File: config.mk
export PLATFORM = sky130hd
export DESIGN_NAME = conv1_sched_flat
export DESIGN_NICKNAME = d
export VERILOG_FILES = /design/src/rtl/conv1_pkg.sv /design/src/rtl/conv1_sched_if.sv /design/src/rtl/conv1_wdog.sv /design/src/rtl/conv1_sched.sv /design/src/flat_wrapper.sv
export SDC_FILE = /design/constraint.sdc
export NUM_CORES = 1
export LEC_CHECK = 0
export CORE_AREA = 2 2 88 90
export CTS_CLUSTER_DIAMETER = 200
export DETAILED_ROUTE_END_ITERATION = 8
export DIE_AREA = 0 0 90 92
export HOLD_SLACK_MARGIN = 0.08
export MAX_ROUTING_LAYER = met4
export PLACE_DENSITY = 0.74
export SYNTH_ARGS = -nofsm -noshare
export SYNTH_HDL_FRONTEND = slang
export SYNTH_HIERARCHICAL = 1
export SYNTH_SLANG_ARGS = --single-unit
File: constraint.sdc
create_clock -name clk -period 2.6 [get_ports clk]
set_input_delay 0.26 -clock clk [delete_from_list [all_inputs] [get_ports clk]]
set_output_delay 0.26 -clock clk [all_outputs]
set_load 0.005 [all_outputs]
File: src/rtl/conv1_pkg.sv
// Shared constants, FSM state encoding and window-count helper for the conv1 frame scheduler.
package conv1_pkg;

  localparam int FILTER_SIZE = 3;

  typedef enum logic [2:0] {
    ST_IDLE  = 3'd0,
    ST_CLR   = 3'd1,
    ST_FEED  = 3'd2,
    ST_PAD   = 3'd3,
    ST_DRAIN = 3'd4,
    ST_DONE  = 3'd5
  } state_e;

  // Number of valid 3x3 windows a width x height stream produces.
  function automatic int n_win(input int width, input int height);
    return (width - FILTER_SIZE + 1) * (height - FILTER_SIZE + 1);
  endfunction

endpackage

File: src/rtl/conv1_sched_if.sv
// Stream bundle between the scheduler, the upstream frame FIFO and the 3x3 window line buffer.
interface conv1_sched_if #(
  parameter int DATA_BITS = 32
);
  logic                 frame_avail;
  logic                 img_valid;
  logic [DATA_BITS-1:0] img_data;
  logic                 img_rd;
  logic                 buf_rst_n;
  logic [DATA_BITS-1:0] buf_data;
  logic                 win_valid;

  modport master (
    input  frame_avail, img_valid, img_data, win_valid,
    output img_rd, buf_rst_n, buf_data
  );

  modport slave (
    output frame_avail, img_valid, img_data, win_valid,
    input  img_rd, buf_rst_n, buf_data
  );
endinterface

File: src/rtl/conv1_wdog.sv
// Idle-cycle watchdog: counts enabled cycles since the last clear and flags TIMEOUT reached.
module conv1_wdog #(
  parameter int TIMEOUT = 256
) (
  input  logic clk,
  input  logic rst_n,
  input  logic clr_i,
  input  logic en_i,
  output logic expired_o
);
  localparam int CW = $clog2(TIMEOUT + 1);

  logic [CW-1:0] cnt_q;
  logic [CW-1:0] cnt_d;

  assign expired_o = (cnt_q == CW'(TIMEOUT));

  // Counter holds at TIMEOUT until cleared.
  always_comb begin
    cnt_d = cnt_q;
    if (clr_i) begin
      cnt_d = '0;
    end else if (en_i && !expired_o) begin
      cnt_d = cnt_q + {{(CW-1){1'b0}}, 1'b1};
    end else begin
      cnt_d = cnt_q;
    end
  end

  always_ff @(posedge clk or negedge rst_n) begin
    if (!rst_n) begin
      cnt_q <= '0;
    end else begin
      cnt_q <= cnt_d;
    end
  end
endmodule

File: src/rtl/conv1_sched.sv
// Frame scheduler for the conv1 3x3 line buffer: clear, stream one FIFO frame, zero-pad,
// then wait for all windows (with watchdog) and report completion and errors.
module conv1_sched
  import conv1_pkg::*;
#(
  parameter int WIDTH     = 28,
  parameter int HEIGHT    = 36,
  parameter int IMG_H     = 28,
  parameter int DATA_BITS = 32,
  parameter int TIMEOUT   = 256
) (
  input  logic                 clk,
  input  logic                 rst_n,
  input  logic                 start_i,
  input  logic                 abort_i,
  conv1_sched_if.master        bus,
  output logic                 busy_o,
  output logic                 done_o,
  output logic                 err_underflow_o,
  output logic                 err_timeout_o,
  output logic [9:0]           win_cnt_o
);
  localparam int          FEED_LEN = IMG_H * WIDTH;
  localparam int          TOTAL    = HEIGHT * WIDTH;
  localparam int          PW       = $clog2(TOTAL);
  localparam logic [9:0]  N_WIN_C  = 10'(n_win(WIDTH, HEIGHT));
  localparam state_e      AFTER_FEED = (HEIGHT > IMG_H) ? ST_PAD : ST_DRAIN;

  state_e                state_q, state_d, nxt_s;
  logic [PW-1:0]         pix_q, pix_d;
  logic [9:0]            win_cnt_q, win_cnt_d;
  logic [DATA_BITS-1:0]  buf_data_q, buf_data_d;
  logic                  buf_rst_n_q, buf_rst_n_d;
  logic                  busy_q, busy_d;
  logic                  done_q, done_d;
  logic                  eu_q, eu_d;
  logic                  et_q, et_d;
  logic                  rd_s, win_inc_s, wdog_clr_s, wdog_en_s, wdog_exp_s;

  // abort gates the read strobe in the same cycle so no FIFO word is consumed.
  assign rd_s       = (state_q == ST_FEED) && !abort_i;
  assign bus.img_rd = rd_s;
  assign win_inc_s  = bus.win_valid && (win_cnt_q != N_WIN_C);
  assign wdog_en_s  = (state_q == ST_DRAIN);
  assign wdog_clr_s = (state_q != ST_DRAIN) || bus.win_valid;

  conv1_wdog #(.TIMEOUT(TIMEOUT)) u_wdog (
    .clk       (clk),
    .rst_n     (rst_n),
    .clr_i     (wdog_clr_s),
    .en_i      (wdog_en_s),
    .expired_o (wdog_exp_s)
  );

  always_comb begin
    nxt_s = state_q;
    case (state_q)
      ST_IDLE:  nxt_s = (start_i && bus.frame_avail) ? ST_CLR : ST_IDLE;
      ST_CLR:   nxt_s = ST_FEED;
      ST_FEED:  nxt_s = (pix_q == PW'(FEED_LEN - 1)) ? AFTER_FEED : ST_FEED;
      ST_PAD:   nxt_s = (pix_q == PW'(TOTAL - 1)) ? ST_DRAIN : ST_PAD;
      ST_DRAIN: nxt_s = ((win_cnt_q == N_WIN_C) || wdog_exp_s) ? ST_DONE : ST_DRAIN;
      ST_DONE:  nxt_s = ST_IDLE;
      default:  nxt_s = ST_IDLE;
    endcase
    state_d = abort_i ? ST_IDLE : nxt_s;
  end

  always_comb begin
    pix_d      = pix_q;
    win_cnt_d  = win_cnt_q;
    eu_d       = eu_q;
    et_d       = et_q;
    buf_data_d = '0;
    case (state_q)
      ST_CLR: begin
        pix_d     = '0;
        win_cnt_d = '0;
        eu_d      = 1'b0;
        et_d      = 1'b0;
      end
      ST_FEED: begin
        pix_d      = pix_q + {{(PW-1){1'b0}}, 1'b1};
        win_cnt_d  = win_cnt_q + {9'd0, win_inc_s};
        buf_data_d = (rd_s && bus.img_valid) ? bus.img_data : '0;
        eu_d       = eu_q | (rd_s & ~bus.img_valid);
      end
      ST_PAD: begin
        pix_d     = pix_q + {{(PW-1){1'b0}}, 1'b1};
        win_cnt_d = win_cnt_q + {9'd0, win_inc_s};
      end
      ST_DRAIN: begin
        win_cnt_d = win_cnt_q + {9'd0, win_inc_s};
        // Timeout only counts as an error if the frame was not already complete.
        et_d      = et_q | (wdog_exp_s & (win_cnt_q != N_WIN_C));
      end
      default: begin
        pix_d = pix_q;
      end
    endcase
  end

  assign buf_rst_n_d = (state_d != ST_CLR) && !abort_i;
  assign busy_d      = (state_d != ST_IDLE);
  assign done_d      = (state_d == ST_DONE);

  always_ff @(posedge clk or negedge rst_n) begin
    if (!rst_n) begin
      state_q     <= ST_IDLE;
      pix_q       <= '0;
      win_cnt_q   <= '0;
      buf_data_q  <= '0;
      buf_rst_n_q <= 1'b0;
      busy_q      <= 1'b0;
      done_q      <= 1'b0;
      eu_q        <= 1'b0;
      et_q        <= 1'b0;
    end else begin
      state_q     <= state_d;
      pix_q       <= pix_d;
      win_cnt_q   <= win_cnt_d;
      buf_data_q  <= buf_data_d;
      buf_rst_n_q <= buf_rst_n_d;
      busy_q      <= busy_d;
      done_q      <= done_d;
      eu_q        <= eu_d;
      et_q        <= et_d;
    end
  end

  assign bus.buf_rst_n   = buf_rst_n_q;
  assign bus.buf_data    = buf_data_q;
  assign busy_o          = busy_q;
  assign done_o          = done_q;
  assign err_underflow_o = eu_q;
  assign err_timeout_o   = et_q;
  assign win_cnt_o       = win_cnt_q;
endmodule

File: src/flat_wrapper.sv
// flat-port wrapper written by rule: the top's interface ports become plain ports
module conv1_sched_flat import conv1_pkg::*;
#(
  parameter int WIDTH     = 28,
  parameter int HEIGHT    = 36,
  parameter int IMG_H     = 28,
  parameter int DATA_BITS = 32,
  parameter int TIMEOUT   = 256
)
  (clk, rst_n, start_i, abort_i, busy_o, done_o, err_underflow_o, err_timeout_o, win_cnt_o, bus_frame_avail, bus_img_valid, bus_img_data, bus_win_valid, bus_img_rd, bus_buf_rst_n, bus_buf_data);
  conv1_sched_if #(.DATA_BITS(DATA_BITS)) bus_i ();
  input  logic clk;
  input  logic rst_n;
  input  logic start_i;
  input  logic abort_i;
  output logic busy_o;
  output logic done_o;
  output logic err_underflow_o;
  output logic err_timeout_o;
  output logic [9:0] win_cnt_o;
  input wire logic [$bits(bus_i.frame_avail)-1:0] bus_frame_avail;
  input wire logic [$bits(bus_i.img_valid)-1:0] bus_img_valid;
  input wire logic [$bits(bus_i.img_data)-1:0] bus_img_data;
  input wire logic [$bits(bus_i.win_valid)-1:0] bus_win_valid;
  output wire logic [$bits(bus_i.img_rd)-1:0] bus_img_rd;
  output wire logic [$bits(bus_i.buf_rst_n)-1:0] bus_buf_rst_n;
  output wire logic [$bits(bus_i.buf_data)-1:0] bus_buf_data;
  assign bus_i.frame_avail = bus_frame_avail;
  assign bus_i.img_valid = bus_img_valid;
  assign bus_i.img_data = bus_img_data;
  assign bus_i.win_valid = bus_win_valid;
  assign bus_img_rd = bus_i.img_rd;
  assign bus_buf_rst_n = bus_i.buf_rst_n;
  assign bus_buf_data = bus_i.buf_data;
  conv1_sched #(.WIDTH(WIDTH), .HEIGHT(HEIGHT), .IMG_H(IMG_H), .DATA_BITS(DATA_BITS), .TIMEOUT(TIMEOUT)) u_core (.clk(clk), .rst_n(rst_n), .start_i(start_i), .abort_i(abort_i), .bus(bus_i), .busy_o(busy_o), .done_o(done_o), .err_underflow_o(err_underflow_o), .err_timeout_o(err_timeout_o), .win_cnt_o(win_cnt_o));
endmodule
# Word-level counts from Yosys, hierarchy flattened
# Index checks and enable logic that the tools add are counted.
# totals
word_cells,63
output_inout_bits,48
register_bits,69
in_bits,39
# op_classes
n_eq_ne,12
add_sub_neg,3
n_bitwise,5
n_mux,14
reduce_logical,19
# ops
cell,count
32-bit two-way mux,2
10-bit case mux with 2 select lines,2
10-bit equality test (second input constant),3
9-bit two-way mux,2
3-bit case mux with 5 select lines,1
10-bit by 1-bit adder with 10-bit output,1
10-bit by 1-bit adder with 10-bit output (second input constant),1
10-bit inequality test (second input constant),1
2-bit nonzero test,5
9-bit by 1-bit adder with 9-bit output (second input constant),1
9-bit equality test (second input constant),1
3-bit by 2-bit equality test with 1-bit output (second input constant),2
3-bit equality test (second input constant),2
1-bit logical AND,6
3-bit two-way mux,2
1-bit case mux with 2 select lines,2
3-bit by 1-bit equality test with 1-bit output (second input constant),1
3-bit logical NOT,1
1-bit two-way mux,3
3-bit by 1-bit inequality test with 1-bit output (second input constant),1
3-bit inequality test (second input constant),1
3-bit nonzero test,1
3-bit OR reduction,1
1-bit bitwise AND,2
5 further kinds,8

# Depth between registers and ports, before layout
# logic_depth
word_depth,7
mapped_depth,11
mapped_depth_nobuf,10

# Hierarchy
# Netlist, hierarchy kept.
# modules_own_cells
module,area_per_inst_um2,cells_each,seq_area_each_um2,instances
conv1_sched,2687.6,250,1501.4,1
conv1_wdog,505.5,52,225.2,1

# Worst setup path before layout
# Ideal clock, no wire load.
# synth_timing
path_kind,register to register
from,register u_core.win_cnt_q[2] (netlist: u_core/win_cnt_o[2])
to,register u_core.win_cnt_q[4] (netlist: u_core/win_cnt_o[4])
required_time_ns,2.523
setup_slack_ns,0.349
arrival_ns,2.174
n_path_buf,1
period_less_slack_ns,2.251
setup_ns,0.077
path_stages_with_launch,11
cell_sequence,dfrtp_1 clkbuf_1 nor4b_1 nand2_1 and2_1 ha_1 ha_1 and3_1 a311oi_1 o22ai_1 a21oi_1
# synth_between
elab_chain_len,4
# synth_lines
element,line_no,text
"start, declared",conv1_sched.sv:31,"logic [9:0] win_cnt_q, win_cnt_d;"
"start signal, assigned",conv1_sched.sv:121,win_cnt_q <= win_cnt_d;
10-bit inequality test,conv1_sched.sv:43,assign win_inc_s = bus.win_valid && (win_cnt_q != N_WIN_C);
1-bit logical AND,conv1_sched.sv:43,
10-bit by 1-bit adder with 10-bit output (*),"conv1_sched.sv:84, conv1_sched.sv:90, conv1_sched.sv:93",
10-bit case mux with 2 select lines (*),conv1_sched.sv:75,case (state_q)
# Every way passes the cells marked *; elsewhere a longest branch is shown, timed or not.
# A chain may end at the register's enable or synchronous reset.

# Final worst setup path
# layout_timing
from,register u_core.win_cnt_q[7] (netlist: u_core/win_cnt_o[7])
to,register u_core.win_cnt_q[4] (netlist: u_core/win_cnt_o[4])
# layout_between
elab_chain_len,4
# layout_lines
element,line_no
10-bit inequality test,conv1_sched.sv:43
1-bit logical AND,conv1_sched.sv:43
10-bit by 1-bit adder with 10-bit output,"conv1_sched.sv:84, conv1_sched.sv:90, conv1_sched.sv:93"
10-bit case mux with 2 select lines,conv1_sched.sv:75
# No other way between the ends.

==> results.py <==
metrics = {
    "finish": {
        "fin_cells": 501,
        "final_nets": 438,
        "drive_above_1_share_pct": 10.0,
        "n_antenna_cell": 0,
        "n_fill_cell": 638,
        "synthToLayoutAreaGrowth_pct": 37.4,
        "final_common_cell": "clkdlybuf4s50_1",
        "layout.cells.most_common_list": "clkdlybuf4s50_1 (85), dfrtp_1 (69), and3_1 (35), nand2_1 (26), o21ai_0 (14)",
    },
    "place": {
        "gp_congestion": 0.859,
        "place_inst": 484,
        "dp_hpwl_um": 5650,
        "portBuffers": 86,
    },
    "sta": {
        "drv_slew": 0,
        "hold_viol_final": 0,
        "maxSlewHeadroom_pct": 41.3,
        "fin_crit_sh_pct": 89.0,
        "period_needed_ns": 2.32,
        "setup_tns_ns": 0,
        "skew_ns": 0.00944,
        "fmax_ghz": 0.432,
        "setup_viol": 0,
        "rsz0062_at_grt": "no",
        "worst_slew_pin_slew_ns": 0.878,
    },
    "setup_path": {
        "path_max_fanout": 7,
        "endpoint_kind": "register",
        "crit_arrival_ns": 2.58,
        "crit_type": "register to register",
        "cp_data_required_time_ns": 2.86,
        "critPathLaunchType": "register",
    },
    "route": {
        "wl_per_cell_um": 16.0,
        "dr_wl_met2_um": 3730,
        "drc": 0,
        "drt_iter0_markers": 166,
        "drt_wl_total_um": 8030,
        "via_count": 2731,
        "highest_layer": "met4",
        "antenna_left": 0,
        "via_per_inst": 5.45,
        "met3_length_um": 564,
        "drt_pass1_iterations": 5,
        "wl_met1_um": 3680,
    },
    "power_and_ir_drop": {
        "power_density_nw_per_um2": 515,
        "peakVddDrop_mv": 0.352,
        "switching_power_mw": 0.573,
        "clockPowerShare_pct": 37.8,
        "p_leak_nw": 1.97,
        "seqPwrFrac_pct": 50.7,
        "combPwrFrac_pct": 11.5,
        "finalPower_mw": 2.26,
        "p_sw_share_pct": 25.3,
        "p_int_mw": 1.69,
    },
    "flow_run": {
        "maxCapViolations": 0,
    },
    "grt": {
        "grt_max_degree": 34,
        "grt_pass1_vias": 2621,
        "antenna_found_initial": 0,
        "grt_pass1_wl_um": 13100,
        "grt_overflow": 0,
        "gr-usage-all-layers_pct": 20.4,
    },
    "die": {
        "die_w_um": 90,
        "num_io_pins": 87,
        "fp.dieH_um": 92,
        "rows": 32,
        "core-area_um2": 7450,
        "dieArea_um2": 8280,
        "initial_utilization_pct": 42.9,
    },
    "clock_tree": {
        "clock_path_buffers": 2,
        "cts.clk_slew.worst_paths_ns": 0.08,
        "cts-root-buf": "clkbuf_8",
        "clock_latency_ns": 0.33,
        "post_cts_buffers": 0,
        "cts_num_sinks": 69,
        "cts_buffers": 9,
        "htree_num_levels": 3,
        "cts_tree": "done",
    },
    "yosys": {
        "synth_edf_count": 0,
        "ys_ff_latch": 69,
        "synth_ff_type": "dfrtp_1",
        "synth_cells": 302,
        "async_flop_share_pct": 100,
        "ys_seq_area_share_pct": 54.1,
        "syn_area_per_cell_um2": 10.6,
        "synth_nets": 346,
        "syn-cell-area_um2": 3190,
        "yosysWarnings": 6,
        "synth.distinct_cells": 55,
    },
    "status": {
        "status": "finished, final reports clean",
    },
    "worst_hold_path": {
        "min_path_type": "input pin to asynchronous set/reset pin",
    },
}
critical path, cell delays in order (launching register included):
cell      delay (ns)
dfrtp_1         0.47
nor4b_2         0.31
nand2_1         0.10
and2_1          0.17
ha_1            0.21
ha_1            0.23
and3_1          0.23
a311oi_1        0.27
o22ai_1         0.11
a21oi_1         0.13
flip-flops by register name, indices dropped and copies added, names as in the netlist:
register / count
u_core/bus.buf_rst_n: 1
u_core/pix_q: 10
u_core/win_cnt_o: 10
u_core/state_q: 3
u_core/u_wdog/cnt_q: 9
u_core/busy_o: 1
u_core/err_underflow_o: 1
u_core/err_timeout_o: 1
u_core/done_o: 1
u_core/bus.buf_data: 32
metrics by stage:
step / utilization, % / setup WS (ns) / hold WS (ns) / cell area (um2)
5_1_grt: 58.9 / 0.0544 / 0.473 / 4390
2_1_floorplan: - / 0.349 / -0.0356 / 3190
4_1_cts: 58.8 / 0.238 / 0.450 / 4380
3_3_place_gp: 56.1 / 0.332 / 0.267 / 4180
6_report: 58.9 / 0.285 / 0.438 / 4390
3_5_place_dp: 56.1 / 0.264 / 0.276 / 4180
cells by family (layout without fill, tap and decap cells):
logic type      count (synthesis)  count (layout)  synth area share [%]
flops                          69              69                  54.1
xor+xnor                        2               2                 0.549
buf+inv                        24             121                  3.25
mux                            14              14                  4.70
compound gates                 60              60                  12.7
simple gates                  126             126                  22.2
fa+ha+maj                       7               7                  2.59
layout make-up:
cell class              instances  area (um2)  area share, %
well taps                     102         128           2.91
repair buffers                 98         948           21.6
clock buffers                   9         124           2.82
flip-flops and latches         69        1730           39.3
inverters                       7        26.3          0.599
multi-input cells             209        1370           31.2
clock inverters                 7        66.3           1.51
what timing repair did:
| action | in CTS | in global routing |
|---|---|---|
| setup endpoints to repair | 0 | 1 |
| hold buffers | 1 | 0 |
| gates resized for setup | 0 | 1 |
| hold endpoints to repair | 22 | 0 |
cells in the mapped netlist (2+ instances only):
| library cell | n | area, um2 |
|---|---|---|
| dfrtp_1 | 69 | 1730 |
| and3_1 | 35 | 219 |
| nand2_1 | 26 | 97.6 |
| o21ai_0 | 14 | 70.1 |
| a21oi_1 | 13 | 65.1 |
| nor2_1 | 13 | 48.8 |
| buf_2 | 11 | 55.1 |
| mux2i_1 | 9 | 90.1 |
| nand3_1 | 9 | 45.0 |
| clkbuf_1 | 6 | 22.5 |
| inv_1 | 6 | 22.5 |
| nand2b_1 | 6 | 37.5 |
| nand4_1 | 6 | 37.5 |
| ha_1 | 5 | 62.6 |
| nor3_1 | 5 | 25.0 |
| o31ai_1 | 5 | 37.5 |
| and2_1 | 4 | 25.0 |
| mux2_2 | 4 | 45.0 |
| nor4_1 | 4 | 25.0 |
| a32oi_1 | 3 | 26.3 |
| nor2b_1 | 3 | 18.8 |
| o211ai_1 | 3 | 22.5 |
| o22ai_1 | 3 | 18.8 |
| or4_1 | 3 | 22.5 |
| a311oi_1 | 2 | 17.5 |
| a31oi_1 | 2 | 12.5 |
| maj3_1 | 2 | 20.0 |
| nor4b_1 | 2 | 17.5 |
| or3_1 | 2 | 12.5 |
| xor2_1 | 2 | 17.5 |
worst paths after layout:
path,start,to,slack (ns),depth (start not counted)
max,u_core/win_cnt_o[7],u_core/win_cnt_o[4],0.28,9
min,rst_n,u_core/state_q[1],0.44,2
max reg2reg,u_core/win_cnt_o[7],u_core/win_cnt_o[4],0.28,9
min reg2reg,u_core/pix_q[7],u_core/pix_q[7],0.51,1
max in group asynchronous,rst_n,u_core/bus.buf_data[11],1.38,3
min in group clk,bus_img_data[12],u_core/bus.buf_data[12],0.50,2
power by group through the flow:
stage / Sequential [mW] / Combinational [mW] / Clock (mW)
floorplan: 1.16 / 0.0973 / 0
global placement: 1.16 / 0.255 / 0
detailed placement: 1.16 / 0.259 / 0
CTS: 1.14 / 0.262 / 0.873
global route: 1.15 / 0.290 / 0.922
finish: 1.15 / 0.261 / 0.855
layer usage:
metal,global-route usage (%),vias up
met5,-,-
met2,30.1,104
met3,6.33,4
li1,-,1297
met1,27.8,1326
met4,4.87,0
No activity file was read; power rests on OpenSTA's default activity.
